[config.mk]
export PLATFORM = sky130hd
export DESIGN_NAME = instr_encoder
export DESIGN_NICKNAME = d
export VERILOG_FILES = /design/src/rtl/instr_pkg.sv /design/src/rtl/mips_word_pack.sv /design/src/rtl/instr_encoder.sv
export SDC_FILE = /design/constraint.sdc
export NUM_CORES = 1
export LEC_CHECK = 0
export ABC_AREA = 1
export BUFFER_PORTS_ARGS = -buffer_cell sky130_fd_sc_hd__buf_2
export CAP_MARGIN = 5
export CORE_MARGIN = 1.5
export CORE_UTILIZATION = 40
export CTS_CLUSTER_DIAMETER = 30
export DETAILED_ROUTE_END_ITERATION = 7
export GPL_ROUTABILITY_DRIVEN = 1
export GPL_TIMING_DRIVEN = 0
export PLACE_DENSITY = 0.7
export SYNTH_ARGS = -nofsm -noshare
export SYNTH_HDL_FRONTEND = slang
export SYNTH_HIERARCHICAL = 1
export SYNTH_SLANG_ARGS = --single-unit
[constraint.sdc]
create_clock -name clk -period 2.9 [get_ports clk]
set_input_delay 0.145 -clock clk [delete_from_list [all_inputs] [get_ports clk]]
set_output_delay 0.145 -clock clk [all_outputs]
set_load 0.05 [all_outputs]
[src/rtl/instr_pkg.sv]
// Shared MIPS encoding constants: mnemonic codes, opcodes and funct values.
// The decoder imports the same package, so the two sides cannot drift apart.
package instr_pkg;

  localparam logic [3:0] MN_NOP  = 4'd0;
  localparam logic [3:0] MN_ADDU = 4'd1;
  localparam logic [3:0] MN_SUBU = 4'd2;
  localparam logic [3:0] MN_OR   = 4'd3;
  localparam logic [3:0] MN_ORI  = 4'd4;
  localparam logic [3:0] MN_LUI  = 4'd5;
  localparam logic [3:0] MN_LW   = 4'd6;
  localparam logic [3:0] MN_SW   = 4'd7;
  localparam logic [3:0] MN_BEQ  = 4'd8;
  localparam logic [3:0] MN_J    = 4'd9;
  localparam logic [3:0] MN_JAL  = 4'd10;
  localparam logic [3:0] MN_JR   = 4'd11;
  localparam logic [3:0] MN_RLB  = 4'd12;

  localparam logic [3:0] LEGAL_MAX = 4'd12;

  localparam logic [5:0] OP_RTYPE = 6'b000000;
  localparam logic [5:0] OP_ORI   = 6'b001101;
  localparam logic [5:0] OP_LUI   = 6'b001111;
  localparam logic [5:0] OP_LW    = 6'b100011;
  localparam logic [5:0] OP_SW    = 6'b101011;
  localparam logic [5:0] OP_BEQ   = 6'b000100;
  localparam logic [5:0] OP_J     = 6'b000010;
  localparam logic [5:0] OP_JAL   = 6'b000011;
  localparam logic [5:0] OP_RLB   = 6'b111111;

  localparam logic [5:0] FN_ADDU = 6'b100001;
  localparam logic [5:0] FN_SUBU = 6'b100011;
  localparam logic [5:0] FN_OR   = 6'b100101;
  localparam logic [5:0] FN_JR   = 6'b001000;

endpackage

[src/rtl/mips_word_pack.sv]
// Combinational packer: symbolic mnemonic plus fields to a 32-bit MIPS word.
// Fields a format does not use are dropped, never merged into the word.
module mips_word_pack
  import instr_pkg::*;
(
  input  logic [3:0]  mnem_i,
  input  logic [4:0]  rs_i,
  input  logic [4:0]  rt_i,
  input  logic [4:0]  rd_i,
  input  logic [15:0] imm_i,
  input  logic [25:0] target_i,
  output logic [31:0] word_o,
  output logic        legal_o
);

  always_comb begin
    word_o  = 32'h0;
    legal_o = (mnem_i <= LEGAL_MAX);
    case (mnem_i)
      MN_ADDU: word_o = {OP_RTYPE, rs_i, rt_i, rd_i, 5'b0, FN_ADDU};
      MN_SUBU: word_o = {OP_RTYPE, rs_i, rt_i, rd_i, 5'b0, FN_SUBU};
      MN_OR:   word_o = {OP_RTYPE, rs_i, rt_i, rd_i, 5'b0, FN_OR};
      MN_JR:   word_o = {OP_RTYPE, rs_i, 15'b0, FN_JR};
      MN_ORI:  word_o = {OP_ORI, rs_i, rt_i, imm_i};
      MN_LUI:  word_o = {OP_LUI, 5'b0, rt_i, imm_i};
      MN_LW:   word_o = {OP_LW, rs_i, rt_i, imm_i};
      MN_SW:   word_o = {OP_SW, rs_i, rt_i, imm_i};
      MN_BEQ:  word_o = {OP_BEQ, rs_i, rt_i, imm_i};
      MN_RLB:  word_o = {OP_RLB, rs_i, rt_i, imm_i};
      MN_J:    word_o = {OP_J, target_i};
      MN_JAL:  word_o = {OP_JAL, target_i};
      default: word_o = 32'h0;
    endcase
  end

endmodule

[src/rtl/instr_encoder.sv]
// Streaming instruction encoder: accepts symbolic requests, emits packed words
// with sequential IM byte addresses through a one-entry output register.
module instr_encoder
  import instr_pkg::*;
#(
  parameter logic [31:0] BASE_ADDR = 32'h0000_3000,
  parameter int          DEPTH     = 1024,
  localparam int         CW        = $clog2(DEPTH + 1)
) (
  input  logic          clk,
  input  logic          reset,
  input  logic          restart,
  input  logic          in_valid,
  output logic          in_ready,
  input  logic [3:0]    in_mnem,
  input  logic [4:0]    in_rs,
  input  logic [4:0]    in_rt,
  input  logic [4:0]    in_rd,
  input  logic [15:0]   in_imm,
  input  logic [25:0]   in_target,
  output logic          out_valid,
  input  logic          out_ready,
  output logic [31:0]   out_addr,
  output logic [31:0]   out_data,
  output logic [CW-1:0] count,
  output logic          full,
  output logic          err
);

  typedef enum logic {ST_LOAD, ST_FULL} state_e;

  state_e        state_q, state_d;
  logic          valid_q, valid_d;
  logic [31:0]   data_q, data_d;
  logic [31:0]   addr_q, addr_d;
  logic [CW-1:0] count_q, count_d;
  logic          err_q, err_d;

  logic [31:0]   word;
  logic          legal;
  logic          accept;

  mips_word_pack u_pack (
    .mnem_i   (in_mnem),
    .rs_i     (in_rs),
    .rt_i     (in_rt),
    .rd_i     (in_rd),
    .imm_i    (in_imm),
    .target_i (in_target),
    .word_o   (word),
    .legal_o  (legal)
  );

  assign full     = (state_q == ST_FULL);
  assign in_ready = !full && !restart && (!valid_q || out_ready);
  assign accept   = in_valid && in_ready;

  always_comb begin
    state_d = state_q;
    valid_d = valid_q;
    data_d  = data_q;
    addr_d  = addr_q;
    count_d = count_q;
    err_d   = err_q;
    if (restart) begin
      // Session clear wins over drain and accept; a pending word is discarded.
      valid_d = 1'b0;
      count_d = '0;
      err_d   = 1'b0;
      state_d = ST_LOAD;
    end else begin
      if (valid_q && out_ready) valid_d = 1'b0;
      if (accept) begin
        if (legal) begin
          valid_d = 1'b1;
          data_d  = word;
          addr_d  = BASE_ADDR + (32'(count_q) << 2);
          count_d = count_q + 1'b1;
          if (count_d == CW'(DEPTH)) state_d = ST_FULL;
        end else begin
          err_d = 1'b1;
        end
      end
    end
  end

  always_ff @(posedge clk or posedge reset) begin
    if (reset) begin
      state_q <= ST_LOAD;
      valid_q <= 1'b0;
      data_q  <= 32'h0;
      addr_q  <= BASE_ADDR;
      count_q <= '0;
      err_q   <= 1'b0;
    end else begin
      state_q <= state_d;
      valid_q <= valid_d;
      data_q  <= data_d;
      addr_q  <= addr_d;
      count_q <= count_d;
      err_q   <= err_d;
    end
  end

  assign out_valid = valid_q;
  assign out_data  = data_q;
  assign out_addr  = addr_q;
  assign count     = count_q;
  assign err       = err_q;

endmodule
==> flow_summary.toml <==
[cells_and_area]
area_growth_syn_to_layout_pct = 34.97
stdcell_count = 691
fin_nets = 654
fillCellCount = 766
antenna_cells = 0
final_cell_area_um2 = 4202
layout-drive-gt1-share_pct = 31.08

[place]
pre_cts_ws_ps = 1263
portBuffers = 125
dp_cells = 674
gp_congestion = 0.8922
place_hpwl_um = 6670
place_area_um2 = 3950

[sta]
max-slew-margin-rel_pct = 65.51
slew_viol_final = 0
min_period_ps = 1633
tightest_slew_ps = 517.4
worst_clock_skew_ps = 8.446
whs_ps = 29.74
setup_viol = 0
max_freq_mhz = 612.3
worst_slack_ps = 1267
finalHoldViolCount = 0
rsz0062_at_grt = "no"
final.period_utilization_pct = 56.32
setup_tns_ps = 0

[synth]
ys.warnings.count = 6
synth_top_area_share_pct = 45.82
yosys-top-cells-count = "215 x nand2_1, 57 x dfrtp_1, 24 x inv_1, 24 x o21ai_0, 22 x buf_4"
ys_types = 28
async_flop_share_pct = 100.0
ys_seq_area_share_pct = 46.66
synth_top_flop_cell = "dfrtp_1"
synth-seq-cells = 58
synth_edf_count = 0
avgSynthCellArea_um2 = 7.223
yosys.area.top_type = "dfrtp_1"
ys_top_cells_by_area = "dfrtp_1 46%, nand2_1 26%, buf_4 5.3%"
yosysMostFrequentCell = "nand2_1"
syn_area_um2 = 3113
synth_cells = 431

[routing]
dr_total_vias = 3214
drc = 0
wl_um = 8748
drt-initial-drc-count = 147
avgRoutedWirePerCell_um = 12.66
viasPerCell = 4.651
first_pass_iters = 4
ant_nets = 0

[clock_tree]
clockBufferDepth = 2
clkSinkCount = 58
cts_root_buf = "clkbuf_8"
clk_latency_ps = 340
cts-resized-gates = 0
clkSlewWorstSetupHoldPaths_ps = 70
cts_hold_buf = 1
tritoncts = "yes"
htreeDepth = 3
cts_made_buffers = 9
cts_setup_buffers = 0

[die]
start_util_pct = 42.02
rows = 31
die_h_um = 91.22
coreArea_um2 = 7408
die_w_um = 91.22
io-pin-count = 145
fp.dieArea_um2 = 8321

[power]
pwr-share-clk_pct = 34.9
sw_frac_of_total_pct = 37.17
pwr-share-comb_pct = 29.0
peakVddDrop_v = 0.0002602
pwr-share-seq_pct = 36.2
power.internal_w = 0.001650
powerDensity_nw_per_um2 = 625.2
switchingPower_w = 0.0009765
p_leak_nw = 2.471

[global_routing]
grt_start_max_net_pins = 41
track_usage_pct = 21.91
antenna_found_initial = 0
grt_pass1_wl_um = 14260
grt_pass1_vias = 3087
grt.overflow.total = 0

[worst_hold_path]
hp-class = "in2reg"

[setup_path]
worst_ep_arrival_time_ps = 1890
cp-end-kind = "flop"
crit_fanout = 6
cp-start-kind = "flop"
path_class = "reg2reg"
required_ps = 3160
reg2reg_setup_slack_ps = 1270

[status]
status = "completed"

[flow_run]
cap_viol_max_count = 0
-- path summary, 6_finish.rpt --
kind,start,to,cells past startpoint
min in group asynchronous,reset,out_addr[14]$_DFFE_PP0P_,3
worst max-delay path,count[0]$_DFFE_PP0P_,full$_DFFE_PP0P_,10
worst min-delay path,restart,out_valid$_DFF_PP0_,2
worst min register to register,out_addr[9]$_DFFE_PP0P_,out_addr[9]$_DFFE_PP0P_,2
worst max register to register,count[0]$_DFFE_PP0P_,full$_DFFE_PP0P_,10
max in group asynchronous,reset,out_data[1]$_DFFE_PP0P_,4
-- cell usage in the layout, fill, tap and decap left out, types with 5 or more instances in the layout --
master and n:
nor2_1 21, nand2_1 215, o21ai_0 24, clkbuf_1 6
buf_2 130, dfrtp_1 57, clkbuf_8 9, conb_1 19
o22ai_1 5, buf_4 22, inv_2 5, nand3_1 21
inv_1 23
-- power by group through the flow --
stage | logic, W | registers [W] | clock network [W]
4_1_cts | 0.000766 | 0.000950 | 0.000930
2_1_floorplan | 0.000260 | 0.00126 | 0
5_1_grt | 0.000815 | 0.000959 | 0.000970
3_3_place_gp | 0.000752 | 0.000963 | 0
3_5_place_dp | 0.000765 | 0.000961 | 0
6_report | 0.000761 | 0.000950 | 0.000916
-- area by class of cell --
cell class	instances	area [µm²]	share of cell area, %
Buffer	35	235.2	5.599
Clock buffer	9	123.9	2.948
Clock inverter	7	117.6	2.799
Inverter	28	105.1	2.501
Multi-Input combinational cell	328	1388	33.03
Sequential cell	58	1453	34.57
Tap cell	99	123.9	2.948
Timing Repair Buffer	127	655.6	15.60
-- critical path, cell delays in order, from the launching register on --
cell	delay, ps
dfrtp_1	440
ha_1	240
nand2_2	130
nor2_2	70
nand2_1	60
nand2_1	60
nor2_1	150
nand2_1	70
nor2_1	130
nand2_1	70
a21oi_1	140
-- layer usage --
layer,routed length [µm],global-route usage [%],vias up
met5,0,0,-
met4,171,9.115,0
met3,637,5.695,14
met2,4205,37.13,123
met1,3733,26.25,1454
li1,-,-,1623
-- flip-flops by register name, summed over array words and instances, names as in the netlist --
name	cells
count	11
full	1
err	1
out_data	32
out_addr	12
out_valid	1
-- cells by family after synthesis --
| family | after synthesis | synth area share (%) |
|---|---|---|
| compound gates | 41 | 7.436 |
| fa+ha+maj | 1 | 0.4019 |
| buf+inv | 63 | 10.93 |
| flops | 58 | 46.66 |
| other cells | 1 | 0.1205 |
| simple gates | 267 | 34.45 |
-- metrics by stage --
| stage | util, % | total power [W] |
|---|---|---|
| 2_1_floorplan | - | 0.001517 |
| 3_5_place_dp | 53.32 | 0.001727 |
| 5_1_grt | 56.71 | 0.002744 |
| 6_report | 56.71 | 0.002627 |
| 3_3_place_gp | 53.05 | 0.001716 |
| 4_1_cts | 56.71 | 0.002645 |
No activity file was read; power rests on OpenSTA's default activity.
